`src/rtl/ifetch.sv`:
```
// ifetch: instruction-fetch requester feeding a 2-entry {pc, instr} buffer to decode
//   i_clk            clock
//   i_rst_n          asynchronous active-low reset
//   i_fetch_en       allow issuing new fetches (IDLE/RUN control)
//   i_redirect_valid single-cycle redirect pulse, flushes buffer and inflight
//   i_redirect_pc    redirect target, low two bits ignored
//   o_imem_addr      fetch address to instruction memory
//   o_imem_enable    memory latches o_imem_addr on this edge
//   i_imem_data      read data, valid the cycle after an enabled issue
//   o_out_valid      buffer head holds a valid instruction
//   i_out_ready      decode accepts the head this cycle
//   o_out_pc         pc of head entry
//   o_out_instr      instruction of head entry
module ifetch #(
   parameter int ADDR_W = 32,
   parameter int INSTR_W = 32,
   parameter logic [ADDR_W-1:0] RESET_PC = '0
) (
   input  logic               i_clk,
   input  logic               i_rst_n,
   input  logic               i_fetch_en,
   input  logic               i_redirect_valid,
   input  logic [ADDR_W-1:0]  i_redirect_pc,
   output logic [ADDR_W-1:0]  o_imem_addr,
   output logic               o_imem_enable,
   input  logic [INSTR_W-1:0] i_imem_data,
   output logic               o_out_valid,
   input  logic               i_out_ready,
   output logic [ADDR_W-1:0]  o_out_pc,
   output logic [INSTR_W-1:0] o_out_instr
);
   typedef enum logic {IDLE, RUN} state_t;
   state_t r_state, w_state_nxt;
   logic [ADDR_W-1:0] r_pc, r_inflight_pc, w_redir_pc;
   logic [ADDR_W-1:0] r_fifo_pc [2];
   logic [INSTR_W-1:0] r_fifo_instr [2];
   logic [1:0] r_count;
   logic [2:0] w_used;
   logic r_inflight, w_pop, w_push, w_go, w_issue, w_wr;
   assign w_redir_pc = i_redirect_pc & ~ADDR_W'(3);
   assign o_out_valid = r_count != 2'd0;
   assign o_out_pc = r_fifo_pc[0];
   assign o_out_instr = r_fifo_instr[0];
   assign w_pop = o_out_valid & i_out_ready;
   // a redirect kills the response currently returning from memory
   assign w_push = r_inflight & ~i_redirect_valid;
   // slot for the incoming entry after this cycle's pop has shifted the head
   assign w_wr = (r_count == 2'd2) | ((r_count == 2'd1) & ~w_pop);
   assign w_used = {1'b0, r_count} + {2'b0, r_inflight};
   always_comb begin
      w_state_nxt = i_fetch_en ? RUN : IDLE;
      w_go = (r_state == RUN) & i_fetch_en;
      // credit rule: buffered + inflight - popped must leave a free slot;
      // a redirect flushes everything, so it always has room
      w_issue = w_go & (i_redirect_valid | (w_used < 3'd2 + {2'b0, w_pop}));
      o_imem_enable = w_issue;
      o_imem_addr = (w_go & i_redirect_valid) ? w_redir_pc : r_pc;
   end
   always_ff @(posedge i_clk or negedge i_rst_n) begin
      if (!i_rst_n) r_state <= IDLE;
      else r_state <= w_state_nxt;
   end
   always_ff @(posedge i_clk or negedge i_rst_n) begin
      if (!i_rst_n) begin
         r_pc <= RESET_PC;
         r_inflight <= 1'b0;
         r_inflight_pc <= '0;
         r_count <= 2'd0;
         r_fifo_pc[0] <= '0;
         r_fifo_pc[1] <= '0;
         r_fifo_instr[0] <= '0;
         r_fifo_instr[1] <= '0;
      end else begin
         if (i_redirect_valid) r_pc <= w_go ? w_redir_pc + ADDR_W'(4) : w_redir_pc;
         else if (w_issue) r_pc <= r_pc + ADDR_W'(4);
         r_inflight <= w_issue;
         if (w_issue) r_inflight_pc <= o_imem_addr;
         if (w_pop) begin
            r_fifo_pc[0] <= r_fifo_pc[1];
            r_fifo_instr[0] <= r_fifo_instr[1];
         end
         if (w_push) begin
            r_fifo_pc[w_wr] <= r_inflight_pc;
            r_fifo_instr[w_wr] <= i_imem_data;
         end
         r_count <= i_redirect_valid ? 2'd0 : r_count + {1'b0, w_push} - {1'b0, w_pop};
      end
   end
endmodule
```
`config.mk`:
```
export PLATFORM = sky130hd
export DESIGN_NAME = ifetch
export DESIGN_NICKNAME = d
export VERILOG_FILES = /design/src/rtl/ifetch.sv
export SDC_FILE = /design/constraint.sdc
export NUM_CORES = 1
export LEC_CHECK = 0
export ABC_CLOCK_PERIOD_IN_PS = 2500
export CAP_MARGIN = 20
export CORE_MARGIN = 2
export CORE_UTILIZATION = 40
export DETAILED_ROUTE_END_ITERATION = 6
export PLACE_DENSITY_LB_ADDON = 0.08
export SLEW_MARGIN = 20
export SYNTH_ARGS = -nofsm -noshare
export SYNTH_HDL_FRONTEND = slang
export SYNTH_SLANG_ARGS = --single-unit
```
`constraint.sdc`:
```
create_clock -name i_clk -period 2.5 [get_ports i_clk]
set_input_delay 0.5 -clock i_clk [delete_from_list [all_inputs] [get_ports i_clk]]
set_output_delay 0.5 -clock i_clk [all_outputs]
set_load 0.05 [all_outputs]
```
; Yosys cells after proc, flatten, opt, wreduce, memory -nomap -nowiden
; Cells that the tools add are included.
[totals]
register_bits = 196
inputBits = 69
wordCells = 48
[op_classes]
addsub = 6
magnitude_cmp = 3
eq_ne = 2
muxes = 14
bitwise = 11
n_reduce_logical = 3
[op_table]
columns = operator, count
row1 = $mux W32, 7
row2 = $bwmux W64, 2
row3 = $mux W64, 2
row4 = $add A32 B3 Y32 const B, 2
row5 = $demux W32 S1, 1
row6 = $and A1 B1 Y1, 6
row7 = $reduce_bool A2 Y1, 2
row8 = $add A2 B1 Y3, 1
row9 = $add A2 B1 Y3 const A, 1
row10 = $lt A3 B3 Y1, 1
row11 = $add A2 B1 Y2, 1
row12 = $eq A2 B1 Y1 const B, 1
row13 = $eq A2 B2 Y1 const B, 1
row14 = $ge A2 B2 Y1 const B, 1
row15 = $lt A2 B1 Y1 const B, 1
row16 = $mux W2, 1
row17 = $not A1 Y1, 2
row18 = $not A1 Y2, 1
row19 = $or A1 B1 Y1, 2
row20 = $sub A2 B1 Y2, 1
row21 = $logic_and A1 B1 Y1, 1
row22 = $mux W1, 1

; Longest topological paths before layout
; Gate-level depths: netlist of the first run.
[logic_depth]
ltp_word = 12
ltp_mapped = 8
depth_no_buf = 7

; Least setup slack after synthesis of the first run
; OpenSTA, ideal clock, no wires.
[synth_path]
path_kind = input-to-output
start = in i_redirect_valid
end = out o_imem_addr[5]
arrival_time_ns = 2.297
t_required_ns = 2.000
setup_slack_ns = -0.297
cell_stages = 4
n_path_buf = 2
path_cell_list = buf_6 nand3_1 clkbuf_1 o21ai_0
[synth_between]
elab_chain_cells = 2
[synth_lines]
columns = element, line
row1 = from (decl), 22  ; input logic i_redirect_valid,
row2 = $and A1 B1 Y1, 57  ; o_imem_addr = (w_go & i_redirect_valid) ? w_redir_pc : r_pc;
row3 = $mux W32, 57
row4 = to (decl), 24  ; output logic [ADDR_W-1:0] o_imem_addr,
; No other way between the ends.

; Worst setup path after layout of the first run
[layout_path]
start = in i_redirect_valid
end = out o_imem_addr[15]
; The elaborated chain is that of the path after synthesis.

==> impl_metrics.json, run 1 <==
{
  "yosys-top-cells-area": "dfrtp_1, mux2_2, mux2i_1, buf_4, o21ai_0",
  "ys_types": 51,
  "worst_setup_path_start_kind": "input pin",
  "ant_nets": 0,
  "antenna_found_initial": 1,
  "initial_core_util_pct": 40.8,
  "hold_class": "in2async",
  "antennaDiodeCount": 0,
  "cts_max_path_buffers": 2,
  "design_area_um2": 12800,
  "rsz0062_at_grt": "false",
  "final_hold_viol_count": 0,
  "die_h_um": 161,
  "insertion_delay_ns": 0.44,
  "ys_ff_latch": 192,
  "place_ws_ns": -0.265,
  "clk_pin_slew_worst_paths_ns": 0.08,
  "cts_hold_buf": 0,
  "drv_slew": 0,
  "io_buffers": 162,
  "drtIter0Drc": 379,
  "synth_top_area_share_pct": 48.5,
  "syn_area_um2": 9920,
  "multi_input_area_um2": 4400,
  "via_per_inst": 5.07,
  "num_vias": 7123,
  "die_area_um2": 26100,
  "synthArstFlopShare_pct": 100,
  "period_share_pct": 98.8,
  "place_congestion": 0.869,
  "synth_top_cell_by_area": "dfrtp_1",
  "min_period_ns": 2.47,
  "cts_buffers": 17,
  "core_area_um2": 24300,
  "setup_violations": 0,
  "cts_sinks": 192,
  "drc_errors": 0,
  "layout_commonest_cell": "dfrtp_1",
  "critPathCaptureType": "primary output",
  "syn-instance-count": 897,
  "wl_mm": 24.2,
  "max_freq_ghz": 0.405,
  "whs_ns": 0.0403,
  "pin_count": 167,
  "place_area_um2": 12200,
  "power_leakage_nw": 5.72,
  "num_rows": 57,
  "powerDensity_nw_per_um2": 1070,
  "grt-ovfl-total": 0,
  "status": "complete, no violations",
  "setup_ws_ns": 0.0295,
  "grt_max_degree": 65,
  "drive_gt1_share_pct": 27.9,
  "cts_tree": "yes",
  "synth_edf_count": 0,
  "ys_warn_count": 0,
  "grt_util_all_layers_pct": 18.8,
  "grt_pass1_wl_mm": 38.6,
  "synth-main-ff-cell": "dfrtp_1",
  "final_nets": 1144,
  "slew_headroom_pct": 61.8,
  "cts_root_buffer": "clkbuf_16",
  "wl_per_cell_um": 17.2,
  "seq_area_um2": 4800,
  "vdd_drop_max_mv": 0.577,
  "crit_type": "in2out",
  "final_cell_mix": "dfrtp_1, clkdlybuf4s50_1, mux2_2, buf_4, nand2_1",
  "cp_max_fo": 18,
  "power.total_mw": 13.8,
  "maxCapViolCount": 0,
  "synth.avg_cell_area_um2": 11.1,
  "worst_ep_required_time_ns": 2.00,
  "n_fill_cell": 2184,
  "synthToLayoutAreaGrowth_pct": 29.5,
  "drtPass1Iterations": 5,
  "grt_pass1_vias": 6984,
  "die_w_um": 161,
  "ys_seq_area_share_pct": 48.5,
  "critPathArrivalTime_ns": 1.97,
  "htree_levels": 4,
  "tightest_slew_ns": 0.557,
  "fin_util_pct": 52.8,
  "finClkSkew_ns": 0.0150,
  "dp_hpwl_mm": 17.2
}
==> what timing repair did <==
item                                    CTS  global route
buffers inserted                          1             0
endpoints found under the setup margin   30             2
gates cloned                              0             0
gates resized for setup                   4             3
pin swaps                                 0             1
hold endpoints to repair                  0             0
==> power breakdown <==
group	internal (mW)	switching (mW)	total [mW]
registers	4.31	0.705	5.01
logic	2.48	3.43	5.92
clock network	1.46	1.40	2.85
total	8.25	5.53	13.8
==> state kept, by name, indices dropped and copies added, names as in the netlist <==
signal,count
o_out_pc,32
r_inflight_pc,31
r_state,1
r_fifo_pc,31
r_fifo_instr,32
r_inflight,1
o_out_instr,32
r_count,2
r_pc,30
==> critical path, stage by stage <==
cell,delay [ns]
clkdlybuf4s50_1,0.60
nand3_4,0.14
buf_12,0.18
mux2_2,0.33
buf_4,0.21
==> synthesized netlist by cell type (9+ instances only) <==
master and n:
xor2_1 12, or3_1 9, xnor2_1 23, mux2_2 119, nand3_1 22, nand2_1 100, o21a_1 9, clkbuf_1 28
o21ai_0 78, nor3_1 20, mux2i_1 76, inv_1 11, nand4_1 17, buf_2 9, buf_4 68, dfrtp_1 192
nor4_1 13
==> area by class of cell <==
class                   count  share of cell area (%)
multi-input cells         582                    34.3
well taps                 324                    3.16
inverters                  11                   0.322
clock buffers              18                    3.34
flip-flops and latches    192                    37.4
repair buffers            265                    20.0
clock inverters            14                    1.45
==> logic make-up after synthesis <==
family | count (synthesis) | share of synthesized area (%)
muxes | 195 | 21.2
other | 1 | 0.0378
DFF | 192 | 48.5
AOI/OAI and AO/OA | 116 | 6.73
adders and majority gates | 6 | 0.757
buffers and inverters | 124 | 7.68
and+or+nand+nor | 228 | 12.1
xor gates and xnor gates | 35 | 3.09
==> layer usage <==
metal  global-route usage (%)  wire length, µm  vias to the layer above
li1                         -                -                     3478
met1                     28.1            12000                     3487
met2                     28.2            10800                      142
met3                     3.75             1080                       14
met4                     4.14              211                        2
met5                        0               13                        -
==> final timing paths <==
| kind | start | to | cells past startpoint | slack [ns] |
|---|---|---|---|---|
| worst min register to register | r_inflight_pc[25]$_DFFE_PN0P_ | o_out_pc[25]$_DFF_PN0_ | 2 | 0.50 |
| max in group asynchronous | i_rst_n | o_out_instr[28]$_DFF_PN0_ | 2 | 1.74 |
| worst min-delay path | i_rst_n | o_out_pc[27]$_DFF_PN0_ | 1 | 0.04 |
| worst max register to register | r_count[0]$_DFF_PN0_ | r_pc[14]$_DFFE_PN0P_ | 6 | 0.25 |
| worst max-delay path | i_redirect_valid | o_imem_addr[15] | 5 | 0.03 |
| min in group i_clk | i_fetch_en | r_state$_DFF_PN0_ | 1 | 0.47 |
==> metrics by stage <==
stage	TNS (ns)	instances
2_1_floorplan	-1.44	898
3_3_place_gp	-4.15	1373
3_5_place_dp	-4.09	1373
4_1_cts	0	1406
5_1_grt	0	1406
6_report	0	1406
Power figures use the tool's default switching activity.
==> inputs of run 2 (changes only) <==
- ABC_CLOCK_PERIOD_IN_PS: 2500 -> not set
- CORE_UTILIZATION: 40 -> 30
==> run 2 against run 1 <==
Setup slack improved by 0.038 ns. Clock power about the same. Hold slack improved by 0.017 ns. Combinational power increased by 1%. Sequential power barely moved. Maximum frequency rose by 1.6%. Clock-buffer cell count grew 3. Non-clock buffer count rose by 21. Die area rose by 32%.
==> impl_metrics.json, run 2 (synthesized netlist as in run 1, its figures left out) <==
{
  "slowest_delay_ns": 0.37,
  "max_freq_ghz": 0.411,
  "cts_hold_buf": 0,
  "final_nets": 1165,
  "core_area_um2": 32500,
  "pin_count": 167,
  "drive_gt1_share_pct": 29.4,
  "min_period_ns": 2.43,
  "multi_input_area_um2": 4410,
  "critPathCaptureType": "primary output",
  "finClkSkew_ns": 0.0119,
  "crit_chain": "dlygate4sd2_1 -> buf_4 -> nand3_4 -> buf_12 -> buf_4 -> mux2_2 -> buf_4",
  "die_area_um2": 34500,
  "crit_type": "in2out",
  "final_cell_mix": "dfrtp_1, buf_4, clkdlybuf4s50_1, mux2_2, nand2_1",
  "place_congestion": 0.802,
  "crit_path_frequent_cell": "buf_4",
  "setup_violations": 0,
  "cp_max_fo": 8,
  "r2r_cells": 7,
  "drtIter0Drc": 310,
  "cts_sinks": 192,
  "tightest_slew_ns": 0.630,
  "num_vias": 7239,
  "cts_root_buffer": "clkbuf_16",
  "cts_tree": "yes",
  "power_leakage_nw": 5.82,
  "crit_family": "buffers and inverters",
  "cts_buffers": 17,
  "antennaDiodeCount": 0,
  "wl_mm": 26.5,
  "wl_per_cell_um": 17.2,
  "htree_levels": 4,
  "worst_ep_required_time_ns": 2.00,
  "grt_max_degree": 69,
  "cts_max_path_buffers": 2,
  "drv_slew": 0,
  "ant_nets": 0,
  "fin_cells": 1543,
  "critPathArrivalTime_ns": 1.93,
  "die_h_um": 186,
  "antenna_found_initial": 1,
  "setup_ws_ns": 0.0677,
  "rrSetupSlack_ns": 0.20,
  "die_w_um": 186,
  "layout_commonest_cell": "dfrtp_1",
  "synthToLayoutAreaGrowth_pct": 32.7,
  "rsz0062_at_grt": "false",
  "place_ws_ns": -0.253,
  "drtPass1Iterations": 4,
  "worst-path-buf-inv": 5,
  "dp_hpwl_mm": 19.0,
  "via_per_inst": 4.69,
  "clk_pin_slew_worst_paths_ns": 0.07,
  "slew_headroom_pct": 58.0,
  "status": "complete, no violations",
  "grt_pass1_wl_mm": 41.8,
  "hold_class": "in2async",
  "placed_cells": 1511,
  "crit_cells": 7,
  "powerDensity_nw_per_um2": 1050,
  "grt_util_all_layers_pct": 15.9,
  "final_hold_viol_count": 0,
  "r2r_start": "r_count[0]$_DFF_PN0_",
  "cp_slowest_cell": "mux2_2",
  "io_buffers": 162,
  "grt-ovfl-total": 0,
  "num_rows": 66,
  "seq_area_um2": 4810,
  "r2r_end": "r_pc[20]$_DFFE_PN0P_",
  "period_share_pct": 97.3,
  "grt_pass1_vias": 7207,
  "initial_core_util_pct": 30.5,
  "vdd_drop_max_mv": 0.524,
  "n_fill_cell": 3251,
  "worst_setup_path_start_kind": "input pin",
  "insertion_delay_ns": 0.44,
  "maxCapViolCount": 0,
  "drc_errors": 0
}
==> run 2: how the worst max path moves through the flow <==
stage	startpoint	slack, ns	endpoint
3_3_place_gp	i_fetch_en	-0.24	r_pc[25]$_DFFE_PN0P_
3_5_place_dp	i_fetch_en	-0.25	r_pc[27]$_DFFE_PN0P_
4_1_cts	r_count[0]$_DFF_PN0_	0.02	o_imem_enable
6_report	i_fetch_en	0.07	o_imem_addr[3]
2_1_floorplan	i_redirect_valid	-0.23	o_imem_addr[22]
5_1_grt	r_state$_DFF_PN0_	0.006	o_imem_addr[2]
==> run 2: per-stage QoR <==
stage / hold WS (ns) / cell area, µm² / power (mW) / utilization [%] / setup TNS (ns)
2_1_floorplan: 0.204 / 9920 / 9.48 / - / -1.44
3_3_place_gp: 0.486 / 12500 / 11.1 / 38.4 / -6.29
3_5_place_dp: 0.492 / 12500 / 11.1 / 38.4 / -6.70
4_1_cts: 0.0742 / 13200 / 14.1 / 40.4 / 0
5_1_grt: 0.0902 / 13200 / 14.7 / 40.5 / 0
6_report: 0.0570 / 13200 / 13.8 / 40.5 / 0
==> run 2: layer usage <==
metal  track usage (%)  share of wire [%]  up-vias  wire length (µm)
li1                  -                  -     3515                 -
met5                 0              0.049        -                13
met4              3.75               0.73        2               193
met1              22.7                 50     3552             13200
met2              24.4                 45      154             12000
met3              3.74                4.4       16              1170
==> run 2: layout make-up <==
type / count / share of cell area [%]
well taps: 442 / 4.20
multi-input cells: 582 / 33.5
clock buffers: 21 / 3.42
clock inverters: 9 / 1.03
flip-flops and latches: 192 / 36.5
inverters: 11 / 0.314
repair buffers: 286 / 21.0
==> run 2: what timing repair did <==
| item | 4_1_cts | 5_1_grt |
|---|---|---|
| gates cloned | 1 | 0 |
| pin swaps | 0 | 1 |
| buffers inserted | 1 | 0 |
| resized for setup | 11 | 4 |
| setup endpoints to repair | 32 | 15 |
==> run 2: where the power goes <==
| part | leakage, nW | total, mW | switching, mW | internal (mW) |
|---|---|---|---|---|
| Combinational | 3.19 | 5.99 | 3.47 | 2.52 |
| Clock | 0.276 | 2.83 | 1.24 | 1.60 |
| Sequential | 2.35 | 5.01 | 0.702 | 4.31 |
==> inputs of run 3 (changes only) <==
- CELL_PAD_IN_SITES_DETAIL_PLACEMENT: not set -> 0
- CELL_PAD_IN_SITES_GLOBAL_PLACEMENT: not set -> 1
- DONT_BUFFER_PORTS: not set -> 1
==> run 3 against run 2 <==
The flow now finishes with violations (negative hold slack). Flip-flop and latch count is the same. Non-clock buffer count shrank 249. Critical path depth shrank 1. Clock power grew 11%. Routed wire length shrank 0.64%. Setup slack gained 0.030 ns. Critical path type is now reg2out. Critical endpoint is now o_imem_enable. Largest power group is now sequential cells. Highest routed layer is now met4.
==> impl_metrics.json, run 3 (synthesized netlist as in run 1, its figures left out) <==
{
  "antennaDiodeCount": 0,
  "layout_commonest_cell": "dfrtp_1",
  "top_usage_layer": "met2",
  "dp_hpwl_mm": 17.7,
  "pin_count": 167,
  "vdd_drop_max_mv": 0.522,
  "cp_max_fo": 8,
  "rsz0062_at_grt": "false",
  "initial_core_util_pct": 30.5,
  "via_per_inst": 4.96,
  "max_freq_ghz": 0.416,
  "maxCapViolCount": 0,
  "die_w_um": 186,
  "n_fill_cell": 3360,
  "drtIter0Drc": 293,
  "antenna_found_initial": 1,
  "crit_type": "reg2out",
  "violations": "negative hold slack",
  "critPathArrivalTime_ns": 1.90,
  "finClkSkew_ns": 0.0124,
  "setup_violations": 0,
  "cts_tree": "yes",
  "grt_use_met1_pct": 20.2,
  "cts_root_buffer": "clkbuf_16",
  "grt_pass1_vias": 6547,
  "wl_per_cell_um": 20.3,
  "whs_ns": -0.245,
  "gr-usage-met2_pct": 24.9,
  "grt-ovfl-total": 0,
  "slew_headroom_pct": 53.1,
  "final_hold_viol_count": 192,
  "cts_max_path_buffers": 2,
  "final_nets": 916,
  "fin_util_pct": 33.3,
  "drc_errors": 0,
  "htree_levels": 4,
  "die_h_um": 186,
  "cts_sinks": 192,
  "critPathCaptureType": "primary output",
  "grt_util_all_layers_pct": 15.7,
  "ant_nets": 0,
  "hold_class": "in2async",
  "power_leakage_nw": 4.73,
  "die_area_um2": 34500,
  "grt_pass1_wl_mm": 40.4,
  "tightest_slew_ns": 0.703,
  "fin_setup_tns_ns": 0,
  "worst_ep_required_time_ns": 2.00,
  "powerDensity_nw_per_um2": 1180,
  "final_cell_mix": "dfrtp_1, mux2_2, nand2_1, mux2i_1, o21ai_0",
  "core_area_um2": 32500,
  "synthToLayoutAreaGrowth_pct": 9.38,
  "drtPass1Iterations": 6,
  "num_vias": 6428,
  "cts_buffers": 17,
  "gr-usage-met3_pct": 5.60,
  "drv_slew": 0,
  "place_congestion": 0.787,
  "io_buffers": 0,
  "drive_gt1_share_pct": 24.5,
  "clk_pin_slew_worst_paths_ns": 0.08,
  "grt_max_degree": 193,
  "design_area_um2": 10800,
  "place_area_um2": 10100,
  "min_period_ns": 2.40,
  "period_share_pct": 96.1,
  "wl_mm": 26.3,
  "insertion_delay_ns": 0.44,
  "num_rows": 66,
  "status": "finished, violations left",
  "worst_setup_path_start_kind": "flip-flop"
}
-- run 3: cell count changes in the layout (fill, tap and decap cells not counted), sizes merged, moves of 2 or more --
cell | previous run | this run
buf | 154 | 35
clkbuf | 22 | 20
clkinv | 2 | 5
dlygate4sd2 | 3 | 0
clkdlybuf4s50 | 127 | 0
clkinvlp | 3 | 0
bufinv | 3 | 5
-- run 3: final cells by class --
class / instances / area, µm² / share of cell area [%]
timing repair buffer: 37 / 353 / 3.25
clock inverter: 12 / 204 / 1.88
sequential: 192 / 4800 / 44.3
clock buffer: 20 / 467 / 4.30
tap: 442 / 553 / 5.10
inverter: 11 / 41.3 / 0.381
multi-input combinational: 582 / 4420 / 40.8
-- run 3: worst max-delay path, cell delays in order (launching register included) --
cell and delay (ns):
dfrtp_1 0.44, ha_1 0.21, ha_1 0.32, o21ai_4 0.11, nand2_2 0.10, nand2_4 0.08, buf_12 0.17
-- run 3: path summary, 6_finish.rpt --
check                                                    from                     end  slack (ns)  depth (start not counted)
worst max-delay path                     r_inflight$_DFF_PN0_           o_imem_enable         0.1                          6
worst min-delay path                                  i_rst_n  o_out_pc[29]$_DFF_PN0_       -0.24                          0
worst max register to register           r_inflight$_DFF_PN0_    r_pc[31]$_DFFE_PN0P_        0.13                          7
worst min register to register  r_inflight_pc[16]$_DFFE_PN0P_  o_out_pc[16]$_DFF_PN0_        0.50                          2
max in group asynchronous                             i_rst_n  o_out_pc[10]$_DFF_PN0_        2.23                          0
min in group i_clk                                 i_fetch_en       r_state$_DFF_PN0_        0.08                          0
-- run 3: timing repair --
item | CTS | global route
setup endpoints to repair | 1 | 2
endpoints found under the hold margin | 192 | 192
pin swaps | 1 | 0
gates cloned | 2 | 0
resized for setup | 5 | 3
buffers inserted | 1 | 0
-- run 3: power breakdown --
part	switching, mW	leakage (nW)	internal (mW)	total [mW]
registers	2.47	2.35	4.28	6.75
clock network	1.27	0.331	1.87	3.14
logic	1.51	2.05	1.45	2.96
total	5.25	4.73	7.59	12.8
-- run 3: per-layer routing --
metal	up-vias	wire (µm)
li1	3017	-
met1	3256	11600
met2	134	12400
met3	21	2080
met4	0	309
met5	-	0
-- run 3: stage by stage --
step / setup WS [ns] / hold slack (ns) / total power, mW / cells
2_1_floorplan: -0.230 / 0.204 / 9.48 / 898
3_3_place_gp: 0.146 / 0.214 / 9.63 / 1261
3_5_place_dp: 0.137 / 0.214 / 9.78 / 1261
4_1_cts: 0.0533 / -0.284 / 13.1 / 1296
5_1_grt: 0.000117 / -0.288 / 13.6 / 1296
6_report: 0.0979 / -0.245 / 12.8 / 1296
